===== src/rtl/mdu_pkg.sv =====
// Shared definitions for the iterative multiply/divide unit: operation codes,
// FSM state type and the CALC cycle count helper.
package mdu_pkg;

  localparam logic [2:0] OP_MULT  = 3'b000;
  localparam logic [2:0] OP_MULTU = 3'b001;
  localparam logic [2:0] OP_DIV   = 3'b010;
  localparam logic [2:0] OP_DIVU  = 3'b011;
  localparam logic [2:0] OP_MTHI  = 3'b100;
  localparam logic [2:0] OP_MTLO  = 3'b101;

  typedef enum logic [1:0] {
    IDLE = 2'd0,
    CALC = 2'd1,
    FIX  = 2'd2
  } state_t;

  // One result bit is produced per CALC cycle.
  function automatic int calc_cycles(input int width);
    return width;
  endfunction

endpackage


===== src/rtl/mdu_divider.sv =====
// WIDTH-step restoring unsigned divider core; one quotient bit per step.
module mdu_divider #(
  parameter int WIDTH = 32
) (
  input  logic             clk,
  input  logic             reset,
  input  logic             load,
  input  logic [WIDTH-1:0] dividend,
  input  logic [WIDTH-1:0] divisor,
  input  logic             step,
  output logic [WIDTH-1:0] quotient,
  output logic [WIDTH-1:0] remainder
);

  logic [WIDTH-1:0] quo_q, rem_q, dsr_q;
  logic [WIDTH:0]   shifted, diff;

  // Partial remainder is always below the divisor, so the shifted value fits WIDTH+1 bits.
  assign shifted = {rem_q, quo_q[WIDTH-1]};
  assign diff    = shifted - {1'b0, dsr_q};

  always_ff @(posedge clk) begin
    if (!reset) begin
      if (load) begin
        quo_q <= dividend;
        rem_q <= '0;
        dsr_q <= divisor;
      end else if (step) begin
        if (!diff[WIDTH]) begin
          rem_q <= diff[WIDTH-1:0];
          quo_q <= {quo_q[WIDTH-2:0], 1'b1};
        end else begin
          rem_q <= shifted[WIDTH-1:0];
          quo_q <= {quo_q[WIDTH-2:0], 1'b0};
        end
      end
    end
  end

  assign quotient  = quo_q;
  assign remainder = rem_q;

endmodule


===== src/rtl/mdu.sv =====
// Iterative multiply/divide unit with architectural HI/LO registers.
// Divide support is built only when MDU_DIV_EN is defined.
module mdu
  import mdu_pkg::*;
#(
  parameter int WIDTH = 32
) (
  input  logic             clk,
  input  logic             reset,
  input  logic [WIDTH-1:0] A,
  input  logic [WIDTH-1:0] B,
  input  logic [2:0]       MDUOp,
  input  logic             start,
  output logic             busy,
  output logic [WIDTH-1:0] HI,
  output logic [WIDTH-1:0] LO
);

  localparam int               CNT_W    = $clog2(WIDTH);
  localparam logic [CNT_W-1:0] CNT_LAST = CNT_W'(calc_cycles(WIDTH) - 1);

  function automatic logic [WIDTH-1:0] mag(input logic [WIDTH-1:0] v, input logic is_signed);
    return (is_signed && v[WIDTH-1]) ? -v : v;
  endfunction

  function automatic logic [WIDTH-1:0] cond_neg_w(input logic [WIDTH-1:0] v, input logic neg);
    return neg ? -v : v;
  endfunction

  function automatic logic [2*WIDTH-1:0] cond_neg_2w(input logic [2*WIDTH-1:0] v, input logic neg);
    return neg ? -v : v;
  endfunction

  state_t             state_q, state_d;
  logic [CNT_W-1:0]   cnt_q;
  logic               accept, accept_mul, wr_hi, wr_lo;
  logic               op_signed;
  logic [WIDTH-1:0]   mag_a, mag_b;
  logic [WIDTH-1:0]   mcand_q, prod_hi_q, prod_lo_q;
  logic [WIDTH:0]     add_sum;
  logic               neg_res_q;
  logic [2*WIDTH-1:0] prod_fix;
  logic [WIDTH-1:0]   res_hi, res_lo;
`ifdef MDU_DIV_EN
  logic               accept_div;
  logic               is_div_q, neg_rem_q, div_zero_q, div_ovf_q;
  logic [WIDTH-1:0]   a_q, quo, rem;
`endif

  assign op_signed = ~MDUOp[0];
  assign mag_a     = mag(A, op_signed);
  assign mag_b     = mag(B, op_signed);
  assign busy      = (state_q != IDLE);

  always_comb begin
    state_d    = state_q;
    accept     = 1'b0;
    accept_mul = 1'b0;
    wr_hi      = 1'b0;
    wr_lo      = 1'b0;
`ifdef MDU_DIV_EN
    accept_div = 1'b0;
`endif
    case (state_q)
      IDLE: begin
        if (start) begin
          case (MDUOp)
            OP_MULT, OP_MULTU: begin
              accept     = 1'b1;
              accept_mul = 1'b1;
              state_d    = CALC;
            end
`ifdef MDU_DIV_EN
            OP_DIV, OP_DIVU: begin
              accept     = 1'b1;
              accept_div = 1'b1;
              state_d    = CALC;
            end
`endif
            OP_MTHI: wr_hi = 1'b1;
            OP_MTLO: wr_lo = 1'b1;
            default: ;
          endcase
        end
      end
      CALC:    if (cnt_q == '0) state_d = FIX;
      FIX:     state_d = IDLE;
      default: state_d = IDLE;
    endcase
  end

  always_ff @(posedge clk) begin
    if (reset) begin
      state_q <= IDLE;
      cnt_q   <= '0;
    end else begin
      state_q <= state_d;
      if (state_q == IDLE)      cnt_q <= CNT_LAST;
      else if (state_q == CALC) cnt_q <= cnt_q - CNT_W'(1);
    end
  end

  // Capture: operand magnitudes and signs; CALC: shift-add one multiplier bit per cycle
  assign add_sum = {1'b0, prod_hi_q} + (prod_lo_q[0] ? {1'b0, mcand_q} : '0);

  always_ff @(posedge clk) begin
    if (accept) neg_res_q <= op_signed & (A[WIDTH-1] ^ B[WIDTH-1]);
    if (accept_mul) begin
      mcand_q   <= mag_a;
      prod_hi_q <= '0;
      prod_lo_q <= mag_b;
    end else if (state_q == CALC) begin
      {prod_hi_q, prod_lo_q} <= {add_sum, prod_lo_q[WIDTH-1:1]};
    end
  end

`ifdef MDU_DIV_EN
  always_ff @(posedge clk) begin
    if (accept) begin
      is_div_q   <= accept_div;
      neg_rem_q  <= op_signed & A[WIDTH-1];
      div_zero_q <= (B == '0);
      div_ovf_q  <= op_signed && (A == {1'b1, {(WIDTH-1){1'b0}}}) && (B == '1);
      a_q        <= A;
    end
  end

  mdu_divider #(.WIDTH(WIDTH)) u_divider (
    .clk       (clk),
    .reset     (reset),
    .load      (accept_div),
    .dividend  (mag_a),
    .divisor   (mag_b),
    .step      (state_q == CALC),
    .quotient  (quo),
    .remainder (rem)
  );
`endif

  // FIX: sign correction and divide special cases
  always_comb begin
    prod_fix = cond_neg_2w({prod_hi_q, prod_lo_q}, neg_res_q);
    res_hi   = prod_fix[2*WIDTH-1:WIDTH];
    res_lo   = prod_fix[WIDTH-1:0];
`ifdef MDU_DIV_EN
    if (is_div_q) begin
      if (div_zero_q) begin
        res_lo = '1;
        res_hi = a_q;
      end else if (div_ovf_q) begin
        res_lo = a_q;
        res_hi = '0;
      end else begin
        res_lo = cond_neg_w(quo, neg_res_q);
        res_hi = cond_neg_w(rem, neg_rem_q);
      end
    end
`endif
  end

  always_ff @(posedge clk) begin
    if (reset) begin
      HI <= '0;
      LO <= '0;
    end else if (state_q == FIX) begin
      HI <= res_hi;
      LO <= res_lo;
    end else begin
      if (wr_hi) HI <= A;
      if (wr_lo) LO <= A;
    end
  end

endmodule


===== config.mk =====
export PLATFORM = sky130hd
export DESIGN_NAME = mdu
export DESIGN_NICKNAME = d
export VERILOG_FILES = /design/src/rtl/mdu_pkg.sv /design/src/rtl/mdu_divider.sv /design/src/rtl/mdu.sv
export SDC_FILE = /design/constraint.sdc
export NUM_CORES = 1
export LEC_CHECK = 0
export ABC_AREA = 1
export CORE_MARGIN = 4
export CORE_UTILIZATION = 35
export DETAILED_ROUTE_END_ITERATION = 6
export SYNTH_ARGS = -nofsm -noshare
export SYNTH_HDL_FRONTEND = slang
export SYNTH_SLANG_ARGS = --single-unit

===== constraint.sdc =====
create_clock -name clk -period 7.1 [get_ports clk]
set_input_delay 1.42 -clock clk [delete_from_list [all_inputs] [get_ports clk]]
set_output_delay 1.42 -clock clk [all_outputs]
set_load 0.05 [all_outputs]

==> run_results.csv <==
group,metric,value,unit
cts,clock_latency,450,ps
critical_path,start_kind,"primary input",
global_route,globalRouteTotalUtil,0.240,
power_and_ir_drop,peakVddDrop,0.164,mV
global_route,grt_pass1_vias,13200,
cts,root_buffer,"clkbuf_16",
placement,port_buffers,134,
timing,skew,13.2,ps
timing,finalSetupTns,0,ps
synthesis,syn_area_per_cell,6.37,um2
global_route,grt_pass1_wl,76400,um
outcome,status,"finished clean",
placement,gp_congestion,0.946,
routing,drt-initial-drc-count,1183,
floorplan,initial_utilization,0.357,
critical_path,crit_required,7270,ps
power_and_ir_drop,power_density,206,nW/um2
timing,slew_headroom,0.278,
timing,timing.hold.ws,474,ps
floorplan,ios,135,
power_and_ir_drop,cellLeakagePower,6.77,nW
cts,ctsHtreeMaxLevel,4,
cts,cts_buffer_depth,2,
timing,rsz0062_at_grt,"false",
synthesis,ys_seq_area_frac,0.304,
routing,vias,14000,
timing,finalSetupViolCount,0,
synthesis,synth_warnings,0,
routing,vias_per_cell,5.21,
finish,layout-drive-gt1-share,0.0593,
global_route,antenna_found_initial,1,
cts,ctsResizeCount,0,
critical_path,arrival,4150,ps
synthesis,synth_ff_type,"dfxtp_1",
timing,final_hold_viol_count,0,
critical_path,path_class,"primary input to flip-flop",
floorplan,die_area,40900,um2
hold_path,hp-class,"flip-flop to flip-flop",
routing,drt_wl_total,50800,um
routing,remaining_drc_errors,0,
synthesis,syn_inst,2072,
cts,cts_made_buffers,17,
routing,drtAntennaViolNets,0,
floorplan,die_w,202,um
synthesis,async_flop_share,0,
synthesis,ys_seq_elements,168,
synthesis,synth_edf_count,65,
synthesis,ys_types,49,
global_route,grt_overflow,0,
floorplan,die_h,202,um
routing,first_pass_iters,6,
critical_path,cp_max_fo,27,
cts,clk_pin_slew,80,ps
cts,cts_setup_buffers,0,
timing,drv_slew,0,
finish,syn_to_final_growth,17.3,%
synthesis,synth_area,13200,um2
flow_run,maxCapViolCount,0,
timing,post-route-min-period,3980,ps
timing,fmax,251,MHz
critical_path,worstSetupEndpointType,"flip-flop",
timing,worstMarginPinSlew,1080,ps
cts,ctsHoldBuffers,0,
placement,hpwl,40100,um
timing,finalCritPeriodShare,0.560,
finish,nets,2272,
routing,wire_per_inst,18.9,um
cts,clock-sinks,168,
global_route,grt_max_degree,87,
finish,mostFrequentLayoutCell,"nand2_1",
floorplan,num_rows,70,
synthesis,syn_nets,2180,
finish,layout_common_cells,"nand2_1, inv_1, nand3_1",
cts,cts_tree,"yes",
floorplan,coreArea,37000,um2
[worst max-delay path, cell delays in order]
cell	delay (ps)
clkdlybuf4s50_1	680
nor2_2	910
inv_1	420
or2_2	410
nand3_1	90
nand2_1	60
nand3_1	60
o21ai_0	100
[synthesized netlist by cell type (13+ instances only)]
library cell  instances  area share
o21ai_0             136       0.052
buf_2                18      0.0068
dfxtp_1             103        0.16
nor2_2               13      0.0062
nand3_1             228       0.086
clkbuf_1             31      0.0088
nor2_1              211       0.060
nand2_1             524        0.15
inv_2                17      0.0048
ha_1                 37       0.035
o21ai_1              26      0.0099
edfxtp_1             65        0.15
nor3_1               23      0.0087
a31oi_1              20      0.0095
xor2_1               53       0.035
a21oi_1             119       0.045
inv_1               301       0.086
nand4_1              23       0.011
[layer usage]
metal,global-route usage,share of wire,wire length [um],vias up
met3,0.0322,0.059,3010,68
li1,-,-,-,6902
met2,0.410,0.48,24400,435
met1,0.308,0.42,21500,6573
met5,0,0,0,-
met4,0.0892,0.036,1840,0
[state kept, by name, summed over array words and instances, names as in the netlist]
| register | count |
|---|---|
| HI | 32 |
| LO | 32 |
| cnt_q | 5 |
| mcand_q | 32 |
| neg_res_q | 1 |
| prod_hi_q | 32 |
| prod_lo_q | 32 |
| state_q | 2 |
[through the flow]
stage               cells  setup slack, ps   util  power, mW  area, um2
finish               2682             3120  0.419       3.19      15500
global route         2681             2900  0.419       3.37      15500
CTS                  2681             3110  0.419       3.19      15500
detailed placement   2649             2610  0.403       2.22      14900
global placement     2649             2660  0.403       2.21      14900
floorplan            2072             3870      -       1.87      13200
[final timing paths]
check,start,end,slack (ps),cells after the start
hold reg to reg,LO[0],LO[0],470,2
hold / removal,LO[0],LO[0],470,2
setup / recovery,MDUOp[0],prod_lo_q[26],3120,8
setup reg to reg,state_q[1],prod_lo_q[1],4270,4
[power by group]
group / total [mW] / switching (mW) / internal (mW)
logic: 0.974 / 0.647 / 0.327
clock network: 0.969 / 0.491 / 0.478
registers: 1.24 / 0.150 / 1.09
[logic make-up (layout without fill, tap and decap cells)]
kind of cell    after synthesis  count (layout)  share of synthesized area
simple gates               1073            1073                      0.356
buf+inv                     390             495                      0.119
compound gates              343             343                      0.145
flops                       168             168                      0.304
xor+xnor                     60              60                     0.0398
fa+ha+maj                    38              38                     0.0366
other cells                   0               1                          0
[area by class of cell]
type                            count  area (um2)
Antenna cell                        1        2.50
Tap cell                          504         631
Inverter                          320        1200
Clock inverter                     15         178
Sequential cell                   168        4010
Multi-Input combinational cell   1514        7640
Fill cell                        4039       21500
Clock buffer                       17         425
Timing Repair Buffer              143        1400
Note: power is estimated with default switching activity, not from simulation.
